File: src/rtl/core_sw_pkg.sv
// Shared types and defaults for the redundant-CPU switch controller.
package core_sw_pkg;

    // Bit 1 is the active CPU, bit 0 marks a hold-off state.
    typedef enum logic [1:0] {
        A_ACT  = 2'b00,
        A_HOLD = 2'b01,
        B_ACT  = 2'b10,
        B_HOLD = 2'b11
    } sw_state_e;

    localparam int unsigned ERR_W_DEF    = 8;
    localparam int unsigned DEBOUNCE_DEF = 16;
    localparam int unsigned HOLDOFF_DEF  = 1024;

    function automatic sw_state_e hold_of(input logic side);
        return side ? B_HOLD : A_HOLD;
    endfunction

    function automatic sw_state_e act_of(input logic side);
        return side ? B_ACT : A_ACT;
    endfunction

endpackage

File: src/rtl/cpu_switch_ctrl_if.sv
// Health, force-command and status signals of the CPU switch controller.
interface cpu_switch_ctrl_if #(
    parameter int unsigned ERR_W = 8
);
    logic             io_a;
    logic             io_b;
    logic             force_swi;
    logic             com_swi;
    logic             switch;
    logic             sw_pulse;
    logic             hold;
    logic             err_a_f;
    logic             err_b_f;
    logic [ERR_W-1:0] a_err_num;
    logic [ERR_W-1:0] b_err_num;

    modport master (
        output io_a, io_b, force_swi, com_swi,
        input  switch, sw_pulse, hold, err_a_f, err_b_f, a_err_num, b_err_num
    );

    modport slave (
        input  io_a, io_b, force_swi, com_swi,
        output switch, sw_pulse, hold, err_a_f, err_b_f, a_err_num, b_err_num
    );
endinterface

File: src/rtl/err_debounce.sv
// Synchronises one asynchronous health line, debounces it and flags error onsets.
module err_debounce #(
    parameter int unsigned DEBOUNCE = 16
) (
    input  logic clk,
    input  logic rst_n,
    input  logic i_io,
    output logic o_err_f,
    output logic o_rise
);
    localparam int unsigned CW = $clog2(DEBOUNCE + 1);
    localparam logic [CW-1:0] CNT_LAST = CW'(DEBOUNCE - 1);

    logic [1:0]    r_sync;
    logic [CW-1:0] r_cnt;
    logic          r_err_f;
    logic          r_err_q;

    always_ff @(posedge clk or negedge rst_n) begin
        if (!rst_n) begin
            r_sync  <= 2'b11;
            r_cnt   <= '0;
            r_err_f <= 1'b0;
            r_err_q <= 1'b0;
        end else begin
            r_sync  <= {r_sync[0], i_io};
            r_err_q <= r_err_f;
            // Filtered io is ~r_err_f, so equality here means the sample disagrees.
            if (r_sync[1] == r_err_f) begin
                if (r_cnt == CNT_LAST) begin
                    r_err_f <= ~r_sync[1];
                    r_cnt   <= '0;
                end else begin
                    r_cnt <= r_cnt + 1'b1;
                end
            end else begin
                r_cnt <= '0;
            end
        end
    end

    assign o_err_f = r_err_f;
    assign o_rise  = r_err_f & ~r_err_q;

endmodule

File: src/rtl/cpu_switch_ctrl.sv
// Chooses the active host CPU from debounced health, force commands and error history.
module cpu_switch_ctrl
    import core_sw_pkg::*;
#(
    parameter int unsigned ERR_W    = ERR_W_DEF,
    parameter int unsigned DEBOUNCE = DEBOUNCE_DEF,
    parameter int unsigned HOLDOFF  = HOLDOFF_DEF
) (
    input  logic            clk,
    input  logic            rst_n,
    cpu_switch_ctrl_if.slave bus
);
    localparam int unsigned HW = $clog2(HOLDOFF + 1);
    localparam logic [HW-1:0] HOLD_LAST = HW'(HOLDOFF - 1);

    logic             w_err_a, w_err_b, w_rise_a, w_rise_b;
    logic             w_side, w_own_err, w_oth_err, w_own_gt, w_sat;
    logic [ERR_W-1:0] w_a_nxt, w_b_nxt;

    sw_state_e        r_state;
    logic [HW-1:0]    r_hold_cnt;
    logic             r_sw_pulse;
    logic [ERR_W-1:0] r_a_cnt, r_b_cnt;

    err_debounce #(.DEBOUNCE(DEBOUNCE)) u_deb_a (
        .clk    (clk),
        .rst_n  (rst_n),
        .i_io   (bus.io_a),
        .o_err_f(w_err_a),
        .o_rise (w_rise_a)
    );

    err_debounce #(.DEBOUNCE(DEBOUNCE)) u_deb_b (
        .clk    (clk),
        .rst_n  (rst_n),
        .i_io   (bus.io_b),
        .o_err_f(w_err_b),
        .o_rise (w_rise_b)
    );

    // Halve both counters before an increment that would overflow either one.
    always_comb begin
        w_sat   = (w_rise_a && (&r_a_cnt)) || (w_rise_b && (&r_b_cnt));
        w_a_nxt = (w_sat ? (r_a_cnt >> 1) : r_a_cnt) + ERR_W'(w_rise_a);
        w_b_nxt = (w_sat ? (r_b_cnt >> 1) : r_b_cnt) + ERR_W'(w_rise_b);
    end

    always_ff @(posedge clk or negedge rst_n) begin
        if (!rst_n) begin
            r_a_cnt <= '0;
            r_b_cnt <= '0;
        end else if (bus.force_swi) begin
            r_a_cnt <= '0;
            r_b_cnt <= '0;
        end else begin
            r_a_cnt <= w_a_nxt;
            r_b_cnt <= w_b_nxt;
        end
    end

    // Rules are written relative to the active side so A and B share one path.
    assign w_side    = r_state[1];
    assign w_own_err = w_side ? w_err_b : w_err_a;
    assign w_oth_err = w_side ? w_err_a : w_err_b;
    assign w_own_gt  = w_side ? (r_b_cnt > r_a_cnt) : (r_a_cnt > r_b_cnt);

    always_ff @(posedge clk or negedge rst_n) begin
        if (!rst_n) begin
            r_state    <= A_ACT;
            r_hold_cnt <= '0;
            r_sw_pulse <= 1'b0;
        end else begin
            r_sw_pulse <= 1'b0;
            if (bus.force_swi) begin
                if (r_state[0] || (bus.com_swi != w_side)) begin
                    r_state    <= hold_of(bus.com_swi);
                    r_hold_cnt <= '0;
                    r_sw_pulse <= (bus.com_swi != w_side);
                end
            end else if (r_state[0]) begin
                if (r_hold_cnt == HOLD_LAST) begin
                    r_state <= act_of(w_side);
                end else begin
                    r_hold_cnt <= r_hold_cnt + 1'b1;
                end
            end else if ((w_own_err && !w_oth_err) ||
                         (!w_own_err && !w_oth_err && w_own_gt)) begin
                r_state    <= hold_of(~w_side);
                r_hold_cnt <= '0;
                r_sw_pulse <= 1'b1;
            end
        end
    end

    assign bus.switch    = r_state[1];
    assign bus.hold      = r_state[0];
    assign bus.sw_pulse  = r_sw_pulse;
    assign bus.err_a_f   = w_err_a;
    assign bus.err_b_f   = w_err_b;
    assign bus.a_err_num = r_a_cnt;
    assign bus.b_err_num = r_b_cnt;

endmodule

File: src/flat_wrapper.sv
// flat-port wrapper written by rule: the top's interface ports become plain ports
module cpu_switch_ctrl_flat import core_sw_pkg::*;
#(
    parameter int unsigned ERR_W    = ERR_W_DEF,
    parameter int unsigned DEBOUNCE = DEBOUNCE_DEF,
    parameter int unsigned HOLDOFF  = HOLDOFF_DEF
)
  (clk, rst_n, bus_io_a, bus_io_b, bus_force_swi, bus_com_swi, bus_switch, bus_sw_pulse, bus_hold, bus_err_a_f, bus_err_b_f, bus_a_err_num, bus_b_err_num);
  cpu_switch_ctrl_if #(.ERR_W(ERR_W)) bus_i ();
  input  logic clk;
  input  logic rst_n;
  input wire logic [$bits(bus_i.io_a)-1:0] bus_io_a;
  input wire logic [$bits(bus_i.io_b)-1:0] bus_io_b;
  input wire logic [$bits(bus_i.force_swi)-1:0] bus_force_swi;
  input wire logic [$bits(bus_i.com_swi)-1:0] bus_com_swi;
  output wire logic [$bits(bus_i.switch)-1:0] bus_switch;
  output wire logic [$bits(bus_i.sw_pulse)-1:0] bus_sw_pulse;
  output wire logic [$bits(bus_i.hold)-1:0] bus_hold;
  output wire logic [$bits(bus_i.err_a_f)-1:0] bus_err_a_f;
  output wire logic [$bits(bus_i.err_b_f)-1:0] bus_err_b_f;
  output wire logic [$bits(bus_i.a_err_num)-1:0] bus_a_err_num;
  output wire logic [$bits(bus_i.b_err_num)-1:0] bus_b_err_num;
  assign bus_i.io_a = bus_io_a;
  assign bus_i.io_b = bus_io_b;
  assign bus_i.force_swi = bus_force_swi;
  assign bus_i.com_swi = bus_com_swi;
  assign bus_switch = bus_i.switch;
  assign bus_sw_pulse = bus_i.sw_pulse;
  assign bus_hold = bus_i.hold;
  assign bus_err_a_f = bus_i.err_a_f;
  assign bus_err_b_f = bus_i.err_b_f;
  assign bus_a_err_num = bus_i.a_err_num;
  assign bus_b_err_num = bus_i.b_err_num;
  cpu_switch_ctrl #(.ERR_W(ERR_W), .DEBOUNCE(DEBOUNCE), .HOLDOFF(HOLDOFF)) u_core (.clk(clk), .rst_n(rst_n), .bus(bus_i));
endmodule
File: config.mk
export PLATFORM = sky130hd
export DESIGN_NAME = cpu_switch_ctrl_flat
export DESIGN_NICKNAME = d
export VERILOG_FILES = /design/src/rtl/core_sw_pkg.sv /design/src/rtl/cpu_switch_ctrl_if.sv /design/src/rtl/err_debounce.sv /design/src/rtl/cpu_switch_ctrl.sv /design/src/flat_wrapper.sv
export SDC_FILE = /design/constraint.sdc
export NUM_CORES = 1
export LEC_CHECK = 0
export CORE_MARGIN = 5
export CORE_UTILIZATION = 49
export DETAILED_ROUTE_END_ITERATION = 8
export GPL_TIMING_DRIVEN = 0
export PLACE_DENSITY_LB_ADDON = 0.12
export SLEW_MARGIN = 20
export SYNTH_ARGS = -nofsm -noshare
export SYNTH_HDL_FRONTEND = slang
export SYNTH_SLANG_ARGS = --single-unit
File: constraint.sdc
create_clock -name clk -period 3.7 [get_ports clk]
set_input_delay 0.74 -clock clk [delete_from_list [all_inputs] [get_ports clk]]
set_output_delay 0.74 -clock clk [all_outputs]
set_load 0.02 [all_outputs]
Word level (Yosys, flattened, before mapping)
Cells that the tools add are included.
{"block": "word_totals", "register_bits": 48, "inputBits": 6, "out_inout_bits": 21, "elab_cells": 81}
{"block": "classes", "addsub": 5, "order_cmp": 2, "eq_ne": 9, "mux": 28, "bitwise_logic": 6, "reduce_logical": 17}
{"operator": "11-bit two-way mux", "n": 5}
{"operator": "8-bit two-way mux", "n": 4}
{"operator": "5-bit two-way mux", "n": 4}
{"operator": "8-bit by 1-bit adder with 8-bit output", "n": 2}
{"operator": "8-bit greater-than comparator", "n": 2}
{"operator": "2-bit two-way mux", "n": 8}
{"operator": "8-bit AND reduction", "n": 2}
{"operator": "11-bit by 1-bit adder with 11-bit output, second input constant", "n": 1}
{"operator": "11-bit by 10-bit equality test with 1-bit output, second input constant", "n": 1}
{"operator": "5-bit by 1-bit adder with 5-bit output, second input constant", "n": 2}
{"operator": "5-bit by 4-bit equality test with 1-bit output, second input constant", "n": 2}
{"operator": "1-bit two-way mux", "n": 7}
{"operator": "3-bit inequality test, second input constant", "n": 2}
{"operator": "3-bit AND reduction", "n": 2}
{"operator": "1-bit logical AND", "n": 5}
{"operator": "1-bit inverter", "n": 4}
{"operator": "2-bit AND reduction", "n": 2}
{"operator": "1-bit logical OR", "n": 3}
{"operator": "3-bit nonzero test", "n": 1}
{"operator": "1-bit bitwise AND", "n": 2}
{"operator": "1-bit equality test", "n": 2}
{"operator": "1-bit zero test", "n": 2}
{"operator": "2-bit by 1-bit inequality test with 1-bit output, second input constant", "n": 1}
{"operator": "1-bit inequality test", "n": 1}

Logic depth before layout (Yosys ltp)
{"block": "depth", "depth_word": 8, "depth_mapped": 15, "ltp_nobuf": 13}

Hierarchy
From an unflattened synthesis, not the netlist that was laid out.
{"block": "hier_totals", "hier_cells": 291, "hier_area_um2": 2751.4}
{"mod": "cpu_switch_ctrl", "n_inst": 1, "cells_each": 241, "area_per_inst_um2": 2063.2, "seq_area_each_um2": 750.7}
{"mod": "err_debounce", "n_inst": 2, "cells_each": 25, "area_per_inst_um2": 344.1, "seq_area_each_um2": 227.7}

Least setup slack after synthesis
Ideal clock, no wire load.
{"block": "synth_timing", "path_kind": "reg-to-reg", "from": "register u_core.r_b_cnt[4] (netlist: u_core.bus.b_err_num[4])", "to": "register u_core.r_a_cnt[6] (netlist: u_core.bus.a_err_num[6])", "setup_time_ns": 0.132, "t_arrival_ns": 2.606, "t_required_ns": 3.568, "path_slack_ns": 0.962, "stages_incl_launch_ff": 13, "path_buffers": 1, "synth_period_minus_slack_ns": 2.738, "cell_sequence": "dfrtp_1 > nand3_2 > nor4_4 > nor2_1 > buf_2 > o21ai_0 > ha_1 > ha_1 > nand2_1 > nor3_1 > xnor2_1 > o22ai_1 > nor2_1"}
{"block": "synth_between", "elab_chain_cells": 6}
{"item": "start, declared", "line": "cpu_switch_ctrl.sv:23", "source": "logic [ERR_W-1:0] r_a_cnt, r_b_cnt;"}
{"item": "start signal, assigned", "line": "cpu_switch_ctrl.sv:57", "source": "r_b_cnt <= w_b_nxt;"}
{"item": "8-bit AND reduction", "line": "cpu_switch_ctrl.sv:43", "source": "w_sat = (w_rise_a && (&r_a_cnt)) || (w_rise_b && (&r_b_cnt));"}
{"item": "1-bit logical AND", "line": "cpu_switch_ctrl.sv:43"}
{"item": "1-bit logical OR", "line": "cpu_switch_ctrl.sv:43"}
{"item": "8-bit two-way mux", "line": "cpu_switch_ctrl.sv:44", "source": "w_a_nxt = (w_sat ? (r_a_cnt >> 1) : r_a_cnt) + ERR_W'(w_rise_a);"}
{"item": "8-bit by 1-bit adder with 8-bit output", "line": "cpu_switch_ctrl.sv:44"}
{"item": "8-bit two-way mux", "line": "cpu_switch_ctrl.sv:52", "source": "end else if (bus.force_swi) begin"}
{"item": "end signal, assigned", "line": "cpu_switch_ctrl.sv:56", "source": "r_a_cnt <= w_a_nxt;"}
{"item": "end, declared", "line": "cpu_switch_ctrl.sv:23"}
Every way passes these cells.
A chain may end at the register's enable or synchronous reset.

Final worst setup path
{"block": "layout_timing", "from": "register u_core.u_deb_a.r_err_f (netlist: u_core.u_deb_a.o_err_f)", "to": "register u_core.r_a_cnt[6] (netlist: u_core.bus.a_err_num[6])"}
{"block": "layout_between", "elab_chain_cells": 6}
{"item": "start, declared", "line": "err_debounce.sv:16", "source": "logic r_err_f;"}
{"item": "start signal, assigned", "line": "err_debounce.sv:31", "source": "r_err_f <= ~r_sync[1];"}
{"item": "1-bit bitwise AND (*)", "line": "err_debounce.sv:43", "source": "assign o_rise = r_err_f & ~r_err_q;"}
{"item": "1-bit logical AND", "line": "cpu_switch_ctrl.sv:43"}
{"item": "1-bit logical OR", "line": "cpu_switch_ctrl.sv:43"}
{"item": "8-bit two-way mux", "line": "cpu_switch_ctrl.sv:44"}
{"item": "8-bit by 1-bit adder with 8-bit output (*)", "line": "cpu_switch_ctrl.sv:44"}
{"item": "8-bit two-way mux (*)", "line": "cpu_switch_ctrl.sv:52"}
Mark *: on every way between the ends. The rest lies on a longest branch, timed or not.

==> reports/results.ini <==
[synthesis]
dominant_combinational_cell_family_by_area_after_synthesis=simple AND/OR/NAND/NOR gates
mappedNetlistArea_sq_um=2811
synthesized_netlist_cell_count=306
yosysWarningCount=0
synth_fa_ha_area_share_pct=6.676
synth_simple_gate_area_share_pct=24.08
synth_seq_cells=48
fraction_of_synthesized_area_in_multiplexers_pct=1.068
synth_fp_nets=327
synth-main-ff-cell=sky130_fd_sc_hd__dfrtp_1
synth_seq_area_share_pct=42.90
mean_post_synth_cell_area_sq_um=9.188
synth-edff-count=0
synth_compound_gate_area_share_pct=17.58
yosys.area_share.xor_xnor_pct=3.738
asyncSetResetFlopFracSynth_pct=100.0
ys_types=55

[floorplanning]
die_width_microns=85.75
starting_utilization_of_the_core_area_pct=50.75
row_count=27
die-height_microns=85.75
floorplan.io_pins=27
design.core.area_sq_um=5540
die_area_sq_um=7352

[drt]
avgRoutedWirePerCell_microns=15.28
post_drt_via_cell_ratio=5.847
drt_drc_violations_left=0
vias=2415
ant_nets=0
dr.pass1.iters=7
first_iter_violations=95
routed_wirelength_mm=6.309

[place]
placement.io_buffers=26
gp_congestion=0.9334
post_detail_place_hpwl_mm=4.533
post_placement_cell_area_sq_um=3177

[sta]
setup_viol=0
period_share_pct=87.13
rsz_0062_raised_after_global_routing=no
timing.slew.headroom_pct=59.00
fin_skew_ns=0.007170
final-max-slew-violation-count=0
layout_min_cycle_time_ns=3.224
hold_viol_final=0
setup_tns_ns=0
worst_slew_pin_slew_ns=0.6150
achievable-frequency_mhz=310.2

[global_route]
first_global_vias=2399
grt_max_degree=33
antenna_found_initial=0
grt_usage_pct=18.52
grt_first_pass_wirelength_mm=11.10
grt-ovfl-total=0

[setup_path]
cp_common_cell=sky130_fd_sc_hd__nor2_1
cp.arrival_ns=3.46
worstPathMaxFanout=10
cpPeakStageDelay_ns=0.50
r2r_setup_slack_ns=0.48
required_worst_endpoint_ns=3.94
endpoint_kind=register
crit_path_cell_trace=nand2b_1 > nor3_2 > nor2_1 > buf_2 > o21ai_0 > ha_1 > ha_1 > nand2_1 > nor3_1 > a21oi_1 > nor2_1 > o22ai_1 > nor2_1
critical_path_class=register to register
worst_path_max_delay_cell=sky130_fd_sc_hd__nor3_2
setup.worst_path.start_class=register

[clock_network]
cts.hold.buffers_added=0
post-cts-setup-buffer-count=0
cts_htree_levels=2
clkLatencyLatePin_ns=0.30
cts.clk_slew.worst_paths_ns=0.10
clkSinkCount=48
root_buffer=sky130_fd_sc_hd__clkbuf_8
clock_tree.buffer_depth=2
cts_resized=0
tritoncts=yes
tritoncts.num_buffers=5

[power]
irDropWorstVdd_mv=0.1916
power_density_nw_per_um2=305.1
power.static_leakage_nw=1.481
post-layout-total-power_mw=1.004

[worst_hold_path]
min-delay-path-class=input port to async pin

[job]
max_cap_viol_count=0

[final_layout]
antenna_cells_inserted=0
layout_common_cells=44 x sky130_fd_sc_hd__dfrtp_1, 35 x sky130_fd_sc_hd__nand2_1, 30 x sky130_fd_sc_hd__nor2_1, 25 x sky130_fd_sc_hd__clkdlybuf4s50_1, 18 x sky130_fd_sc_hd__o21ai_0
layout-area-overhead-vs-synth_pct=17.09
drive_gt1_share_pct=9.677
design.final.nets=361
post-route-cell-area_sq_um=3292
layout.cells.most_common=sky130_fd_sc_hd__dfrtp_1

[outcome]
outcome=completed

==> path summary, 6_finish.rpt <==
| kind | endpoint | cells past startpoint | startpoint |
|---|---|---|---|
| hold reg to reg | u_core.u_deb_a.r_sync[1]$_DFF_PN1_ | 0 | u_core.u_deb_a.r_sync[0]$_DFF_PN1_ |
| setup / recovery | u_core.bus.a_err_num[6]$_DFF_PN0_ | 13 | u_core.u_deb_a.o_err_f$_DFFE_PN0P_ |
| min in group clk | u_core.u_deb_a.r_sync[1]$_DFF_PN1_ | 0 | u_core.u_deb_a.r_sync[0]$_DFF_PN1_ |
| setup reg to reg | u_core.bus.a_err_num[6]$_DFF_PN0_ | 13 | u_core.u_deb_a.o_err_f$_DFFE_PN0P_ |
| hold / removal | u_core.bus.b_err_num[7]$_DFF_PN0_ | 1 | rst_n |
| max in group asynchronous | u_core.u_deb_b.r_sync[0]$_DFF_PN1_ | 2 | rst_n |
==> final cells by class <==
class                   instances  area, sq um
inverters                      13        48.80
repair buffers                 27        275.3
fillers                       510         2248
multi-input cells             233         1494
clock inverters                 3        46.29
plain buffers                  12        62.56
well taps                      72        90.09
flip-flops and latches         48         1206
clock buffers                   5        68.82
==> cells in the mapped netlist (6+ instances only) <==
library cell               number  area, sq um
sky130_fd_sc_hd__xnor2_1        7        61.31
sky130_fd_sc_hd__nand3_1       17        85.08
sky130_fd_sc_hd__nor2b_1        9        56.30
sky130_fd_sc_hd__inv_1         13        48.80
sky130_fd_sc_hd__a211oi_1       6        45.04
sky130_fd_sc_hd__nor3_1         8        40.04
sky130_fd_sc_hd__ha_1          15        187.7
sky130_fd_sc_hd__a21oi_1       15        75.07
sky130_fd_sc_hd__nor2_1        30        112.6
sky130_fd_sc_hd__nand2_1       35        131.4
sky130_fd_sc_hd__dfrtp_1       44         1101
sky130_fd_sc_hd__o21ai_0       18        90.09
==> where the power goes <==
part / switching [mW] / internal, mW / leakage, nW / total [mW]
logic: 0.0359 / 0.0256 / 0.785 / 0.0614
registers: 0.0110 / 0.539 / 0.641 / 0.550
clock network: 0.190 / 0.204 / 0.0548 / 0.393
==> through the flow <==
stage               hold WS, ns  instances  utilization, %  setup slack, ns
global route             0.3632        413           59.42           0.2808
CTS                      0.3618        413           59.42           0.5619
finish                   0.3504        413           59.42           0.4763
global placement         0.3474        404           57.07           0.4724
detailed placement       0.3479        405           57.34           0.5822
floorplan                0.3452        306               -           0.9621
==> registers in the layout, summed over array words and instances (netlist names), 2 cells and up <==
register,count
u_core.r_hold_cnt,11
u_core.bus.a_err_num,8
u_core.bus.b_err_num,8
u_core.u_deb_a.r_cnt,5
u_core.u_deb_b.r_cnt,5
u_core.r_state,2
u_core.u_deb_a.r_sync,2
u_core.u_deb_b.r_sync,2
==> logic make-up (layout without fill, tap and decap cells) <==
logic type,Yosys count,count (layout)
and+or+nand+nor,131,131
xor gates and xnor gates,12,12
AOI/OAI and AO/OA,72,72
muxes,3,3
buffers and inverters,25,60
adders and majority gates,15,15
DFF,48,48
==> worst max-delay path, delay by kind of cell, from the launching register on <==
kind | cells | cell delay (ns)
buf+inv | 1 | 0.23
simple gates | 7 | 1.53
flops | 1 | 0.49
fa+ha+maj | 2 | 0.52
compound gates | 3 | 0.39
==> metal layers <==
layer / vias to the layer above / global-route usage [%] / part of all wire (%)
li1: 1165 / - / -
met1: 1166 / 24.24 / 47
met2: 74 / 31.14 / 47
met3: 10 / 3.650 / 5.1
met4: 0 / 5.324 / 0.94
met5: - / 0 / 0
Note: power is estimated with default switching activity, not from simulation.
